--- src/rtl/arb_pkg.sv ---
// Shared types and helpers for the N-requester arbiter.
package arb_pkg;

    localparam int MAX_REQ = 16;

    typedef enum logic {
        IDLE    = 1'b0,
        GRANTED = 1'b1
    } arb_state_t;

    function automatic int clog2_min1(input int n);
        return (n <= 1) ? 1 : $clog2(n);
    endfunction

endpackage

--- src/rtl/rr_pick.sv ---
// Combinational winner picker: fixed priority (lowest index) or round-robin
// starting just after i_last_id with wrap-around.
module rr_pick
    import arb_pkg::*;
#(
    parameter int NUM_REQ = 4,
    parameter int IDW     = 2
) (
    input  logic [NUM_REQ-1:0] i_request,
    input  logic [IDW-1:0]     i_last_id,
    input  logic               i_rr_mode,
    output logic [NUM_REQ-1:0] o_pick,
    output logic [IDW-1:0]     o_idx,
    output logic               o_any
);

    assign o_any = |i_request;

    // Each requester gets a distance from the search start; the smallest
    // distance among active requests wins.
    always_comb begin
        int w_dist;
        int w_best;
        o_pick = '0;
        o_idx  = '0;
        w_dist = 0;
        w_best = NUM_REQ;
        for (int i = 0; i < NUM_REQ; i++) begin
            if (i_rr_mode) begin
                w_dist = i - int'(i_last_id) - 1;
                if (w_dist < 0) begin
                    w_dist = w_dist + NUM_REQ;
                end
            end else begin
                w_dist = i;
            end
            if (i_request[i] && (w_dist < w_best)) begin
                w_best    = w_dist;
                o_pick    = '0;
                o_pick[i] = 1'b1;
                o_idx     = IDW'(i);
            end
        end
    end

endmodule

--- src/rtl/rr_arbiter_n.sv ---
// N-requester arbiter with registered one-hot grant, binary grant index,
// round-robin or fixed priority, and optional grant hold.
//
// state   | meaning
// IDLE    | no grant outstanding, outputs zero
// GRANTED | one requester owns the resource
module rr_arbiter_n
    import arb_pkg::*;
#(
    parameter int NUM_REQ = 4,
    parameter int RR_MODE = 1,
    parameter int HOLD_EN = 1,
    localparam int IDW    = clog2_min1(NUM_REQ)
) (
    input  logic               clk,
    input  logic               reset,
    input  logic [NUM_REQ-1:0] request,
    output logic [NUM_REQ-1:0] grant,
    output logic               grant_valid,
    output logic [IDW-1:0]     grant_id
);

    arb_state_t         r_state;
    logic [NUM_REQ-1:0] r_grant;
    logic               r_grant_valid;
    logic [IDW-1:0]     r_grant_id;
    logic [IDW-1:0]     r_last_id;

    logic [NUM_REQ-1:0] w_pick;
    logic [IDW-1:0]     w_idx;
    logic               w_any;
    logic               w_hold;

    rr_pick #(
        .NUM_REQ (NUM_REQ),
        .IDW     (IDW)
    ) u_pick (
        .i_request (request),
        .i_last_id (r_last_id),
        .i_rr_mode (RR_MODE != 0),
        .o_pick    (w_pick),
        .o_idx     (w_idx),
        .o_any     (w_any)
    );

    assign w_hold = (HOLD_EN != 0) && (r_state == GRANTED) && request[r_grant_id];

    always_ff @(posedge clk) begin
        if (!reset) begin
            r_state       <= IDLE;
            r_grant       <= '0;
            r_grant_valid <= 1'b0;
            r_grant_id    <= '0;
            r_last_id     <= IDW'(NUM_REQ - 1);
        end else begin
            case (r_state)
                IDLE: begin
                    if (w_any) begin
                        r_grant       <= w_pick;
                        r_grant_id    <= w_idx;
                        r_last_id     <= w_idx;
                        r_grant_valid <= 1'b1;
                        r_state       <= GRANTED;
                    end
                end
                GRANTED: begin
                    // Without hold the current owner is just another requester,
                    // and the pointer makes it lowest priority in RR mode.
                    if (!w_hold) begin
                        if (w_any) begin
                            r_grant       <= w_pick;
                            r_grant_id    <= w_idx;
                            r_last_id     <= w_idx;
                            r_grant_valid <= 1'b1;
                        end else begin
                            r_grant       <= '0;
                            r_grant_id    <= '0;
                            r_grant_valid <= 1'b0;
                            r_state       <= IDLE;
                        end
                    end
                end
                default: begin
                    r_state <= IDLE;
                end
            endcase
        end
    end

    assign grant       = r_grant;
    assign grant_valid = r_grant_valid;
    assign grant_id    = r_grant_id;

endmodule

--- config.mk ---
export PLATFORM = sky130hd
export DESIGN_NAME = rr_arbiter_n
export DESIGN_NICKNAME = d
export VERILOG_FILES = /design/src/rtl/arb_pkg.sv /design/src/rtl/rr_pick.sv /design/src/rtl/rr_arbiter_n.sv
export SDC_FILE = /design/constraint.sdc
export NUM_CORES = 1
export LEC_CHECK = 0
export ABC_AREA = 0
export CAP_MARGIN = 20
export CORE_ASPECT_RATIO = 1.4
export CORE_MARGIN = 2
export CORE_UTILIZATION = 55
export DETAILED_ROUTE_END_ITERATION = 10
export PLACE_DENSITY = 0.74
export REMOVE_ABC_BUFFERS = 1
export SYNTH_ARGS = -nofsm -noshare
export SYNTH_HDL_FRONTEND = slang
export SYNTH_SLANG_ARGS = --single-unit
--- constraint.sdc ---
create_clock -name clk -period 17.3 [get_ports clk]
set_input_delay 3.46 -clock clk [delete_from_list [all_inputs] [get_ports clk]]
set_output_delay 3.46 -clock clk [all_outputs]
set_load 0.05 [all_outputs]
-- Yosys cells after proc, flatten, opt, wreduce, memory -nomap -nowiden
Index checks and enable logic that the tools add are counted.
- register bits after elaboration: 10
- latch bits: 0
- RAM bits: 0
- bits in read-only memories: 0
- bits of input ports: 6
- memories kept: 0
- $add $sub $neg: 12
- multipliers: 0
- divide/modulo/power cells: 0
- $lt $le $gt $ge: 9
- eq/ne operators: 2
- shift-type cells: 0
- mux-type cells: 33
- bitwise gates (word level): 1
- reduce and logical (&&, ||, !) cells: 7
- operator list (kind ; number):
    2-to-1 mux 32 bit ; 7
    adder 32 x 4 -> 32 bit (second input constant) ; 4
    less-than comparator 32 x 1 -> 1 bit (second input constant) ; 4
    subtractor 32 x 2 -> 32 bit (second input constant) ; 4
    less-than comparator 32 bit ; 3
    less-than comparator 32 x 4 -> 1 bit (second input constant) ; 1
    2-to-1 mux 2 bit ; 8
    2-to-1 mux 4 bit ; 4
    one-hot mux 2 bit (2 select lines) ; 2
    one-hot mux 4 bit (2 select lines) ; 1
    2-to-1 mux 1 bit ; 7
    subtractor 1 x 2 -> 3 bit (first input constant) ; 2
    subtractor 2 x 2 -> 3 bit (first input constant) ; 2
    logical AND 1 bit ; 5
    one-hot mux 1 bit (2 select lines) ; 2
    OR reduction 4 bit ; 1
    less-than comparator 2 x 3 -> 1 bit (second input constant) ; 1
    2-to-1 mux 3 bit ; 1
    binary-select mux 1 bit (select 2 bit) ; 1
    != test 2 x 1 -> 1 bit (second input constant) ; 1
    != test 2 bit (second input constant) ; 1
    AND reduction 2 bit ; 1
    NOT 1 bit ; 1

-- Longest topological paths before layout
- depth in word-level cells: 19
- depth in mapped cells: 41

-- Hierarchy
Synthesis repeated with hierarchy kept, for this count alone.
- cells, all modules: 113
- area total of the unflattened synthesis: 903.4 um2
- by module, submodules not included (module ; times used ; cells each ; area an instance (um2) ; seq. area each (um2)):
    rr_pick ; 1 ; 63 ; 474.2 ; 0.0
    rr_arbiter_n ; 1 ; 50 ; 429.2 ; 200.2

-- Worst setup path after synthesis
Ideal clock, no wire load.
- path type: input-to-reg
- start point: input request[0]
- end point: register r_last_id[0]
- library setup time: 0.130 ns
- arrival: 9.453 ns
- required time: 17.170 ns
- path slack: 7.717 ns
- cell stages on the path: 31
- path buffers: 4
- cells stage by stage: and2_1 clkbuf_1 buf_1 ha_1 o21ai_0 a21oi_1 a211oi_1 a2111oi_2 nor2_2 mux2i_2 and2_1 buf_6 clkbuf_1 a21oi_1 ha_1 a21o_1 a21o_1 a21o_1 a21o_1 a211o_1 a31o_2 mux2_4 nand2_1 o21ai_0 ha_1 a21oi_1 nor4_1 nand3_1 o311a_1 nor3b_2 o31ai_1
- longest elaborated chain between the ends: 14
- elaborated cells between the ends (all ways): 21
- those cells by class: 3 x order compare; 1 x eq/ne; 11 x mux; 6 x reduce/logical
- ends and longest elaborated chain (item ; RTL line ; RTL):
    start: declaration ; rr_arbiter_n.sv:17 ; input logic [NUM_REQ-1:0] request,
    logical AND 1 bit ; rr_pick.sv:37 ; if (i_request[i] && (w_dist < w_best)) begin
    2-to-1 mux 32 bit ; rr_pick.sv:37 ;
    less-than comparator 32 bit ; rr_pick.sv:37 ;
    logical AND 1 bit ; rr_pick.sv:37 ;
    2-to-1 mux 32 bit ; rr_pick.sv:37 ;
    less-than comparator 32 bit ; rr_pick.sv:37 ;
    logical AND 1 bit ; rr_pick.sv:37 ;
    2-to-1 mux 32 bit ; rr_pick.sv:37 ;
    less-than comparator 32 bit ; rr_pick.sv:37 ;
    logical AND 1 bit ; rr_pick.sv:37 ;
    2-to-1 mux 2 bit ; rr_pick.sv:37 ;
    2-to-1 mux 2 bit ; rr_arbiter_n.sv:58, rr_arbiter_n.sv:70 ;
    2-to-1 mux 2 bit ; rr_arbiter_n.sv:69 ; if (!w_hold) begin
    one-hot mux 2 bit (2 select lines) ; rr_arbiter_n.sv:56 ; case (r_state)
    end signal: assignment ; rr_arbiter_n.sv:54 ; r_last_id <= IDW'(NUM_REQ - 1);
    end signal: assignment ; rr_arbiter_n.sv:61 ; r_last_id <= w_idx;
    end signal: assignment ; rr_arbiter_n.sv:73 ; r_last_id <= w_idx;
    end: declaration ; rr_arbiter_n.sv:27 ; logic [IDW-1:0] r_last_id;
Parallel ways exist; a longest one is shown, timed or not. The select of a mux whose other input is x is not followed.
A chain may end at the register's enable or synchronous reset.

-- Final worst setup path
Ends and elaborated chain as after synthesis.

==> metrics.csv <==
metric,value,unit
wire_per_inst,14.38,microns
fp.dieW,64.74,microns
cts_hold_buf,0,
max_stage_delay,560,ps
initial_core_util,57.76,%
min_path_type,reg -> reg,
post_cts_buffers,0,
start_kind,input pin,
cp_common_cell,a21oi_1,
dieArea,5763,sq um
cts.repair.resized,0,
gp_congestion,0.8860,
vdd.ir_drop.worst,0.1162,mV
p_per_area,178.7,nW/um^2
n_antenna_cell,0,
fmax,0.09552,GHz
synth_top_cell_by_area,ha_1,
dieHeight,89.03,microns
num-nets-final,486,
netlist_instances,332,
cts_max_path_buffers,2,
relSlewSlack,40.41,%
totalWireLength,6372,microns
rows,30,
finClkSkew,2.197,ps
vias_per_cell,5.781,
first_global_vias,2528,
rsz0062_at_grt,no,
numCtsBuffers,3,
clk_pin_slew,50,ps
firstDrtPassIters,5,
drive_gt1_share,5.013,%
fin_crit_sh,60.51,%
tightest_slew,893.8,ps
io_pins,13,
worst_path_max_delay_cell,clkdlybuf4s50_1,
layout.cells.non_filler,443,
clkLatencyLatePin,230,ps
tns,0,ps
cp.required,17410,ps
synth_ff_type,dfxtp_1,
syn_area_per_cell,8.555,sq um
yosysMostFrequentCell,ha_1,
crit_path_end_kind,flop,
cp.arrival,10580,ps
io_buffers,12,
grt_usage,23.56,%
hold_ws,455.6,ps
drtIter0Drc,74,
final-setup-viol-count,0,
antenna_found_initial,0,
worstSetupPathType,in -> reg,
fillers,449,
dr_total_vias,2561,
maxCapViolations,0,
drtAntennaViolNets,0,
grt_max_degree,20,
core_area,4917,sq um
grt_pass1_wl,11100,microns
syn2layout_area_growth,12.82,%
ctsHtreeMaxLevel,1,
hpwlAfterDp,5386,microns
drcViolationCount,0,
grt_overflow,0,
synth_edf_count,0,
synthArstFlopShare,0,%
final_util,65.17,%
final_max_slew_viol_count,0,
min_period,10470,ps
yosysUniqueCellTypes,59,
ys_top_cells_by_area,"ha_1 (43%), dfxtp_1 (7.0%), a21oi_1 (4.4%)",
placed_cells,439,
finalHoldViolations,0,
clock-sinks,10,
synthTopCellsByCount,"ha_1 (98), a21oi_1 (25), inv_1 (24)",
leakagePower,1.543,nW
cts_tree,done,
p_total,0.5727,mW
yosysSeqAreaShare,7.048,%
yosys.area.top_type_share,43.17,%
netlist_area,2840,sq um
status,"complete, no violations",
cts_root_buffer,clkbuf_8,
critPathMaxFanout,19,
synth_seq_cells,10,
ys_warn_count,0,
[routing by layer]
layer / share of wire, % / vias up / global-route usage, %
met5: 0 / - / 0
met4: 2.3 / 0 / 7.350
met3: 1.8 / 12 / 1.763
met2: 53 / 41 / 43.96
met1: 43 / 1210 / 28.58
li1: - / 1298 / -
[worst max-delay path, delay by kind of cell]
kind            cells  cell delay [ps]
buf+inv             1              560
simple gates        9             2190
fa+ha+maj           3             1040
mux                 2              850
compound gates     14             2450
[power by group]
group	internal [mW]	switching (mW)	total [mW]
logic	0.216	0.290	0.506
clock network	0.0200	0.00870	0.0287
registers	0.0308	0.00733	0.0381
[sequential cells by signal, indices dropped and copies added, names as in the netlist]
register,cells
r_state,1
grant_valid,1
r_last_id,2
grant_id,2
grant,4
[worst paths after layout]
check               start      endpoint  slack, ps  cells after the start
max reg2reg  r_last_id[0]  r_last_id[0]       9600                     29
max            request[0]  r_last_id[0]       6830                     29
min              grant[0]      grant[0]        460                      2
min reg2reg      grant[0]      grant[0]        460                      2
[final cells by class]
| type | count | area, sq um | share of cell area (%) |
|---|---|---|---|
| Timing Repair Buffer | 12 | 120.1 | 3.749 |
| Inverter | 25 | 95.09 | 2.968 |
| Clock buffer | 4 | 55.05 | 1.718 |
| Multi-Input combinational cell | 328 | 2654 | 82.82 |
| Sequential cell | 10 | 200.2 | 6.248 |
| Tap cell | 64 | 80.08 | 2.499 |
[logic make-up after synthesis]
kind of cell	synth area share (%)
compound gates	23.35
xor+xnor	0.3084
fa+ha+maj	44.58
buf+inv	4.273
flops	7.048
mux	2.687
other cells	0.2644
simple gates	17.49
[metrics by stage]
step	cell area, sq um	setup WS [ps]
2_1_floorplan	2949	8060
3_3_place_gp	3149	6805
3_5_place_dp	3149	6663
4_1_cts	3204	6884
5_1_grt	3204	6260
6_report	3204	6831
[cells in the final DEF, fill, tap and decap left out, types with 5 or more instances in the layout]
master / Yosys / routed
a211oi_1: 8 / 8
a21o_1: 9 / 9
a21oi_1: 25 / 25
a31oi_1: 6 / 6
and2_1: 5 / 5
clkdlybuf4s50_1: 0 / 12
conb_1: 2 / 38
dfxtp_1: 10 / 10
ha_1: 98 / 98
inv_1: 24 / 24
nand2_1: 22 / 22
nand3_1: 6 / 6
nand4_1: 8 / 8
nor2_1: 14 / 14
nor3_1: 6 / 6
nor4_1: 7 / 7
o211ai_1: 5 / 5
o21ai_0: 10 / 10
Power figures use the tool's default switching activity.
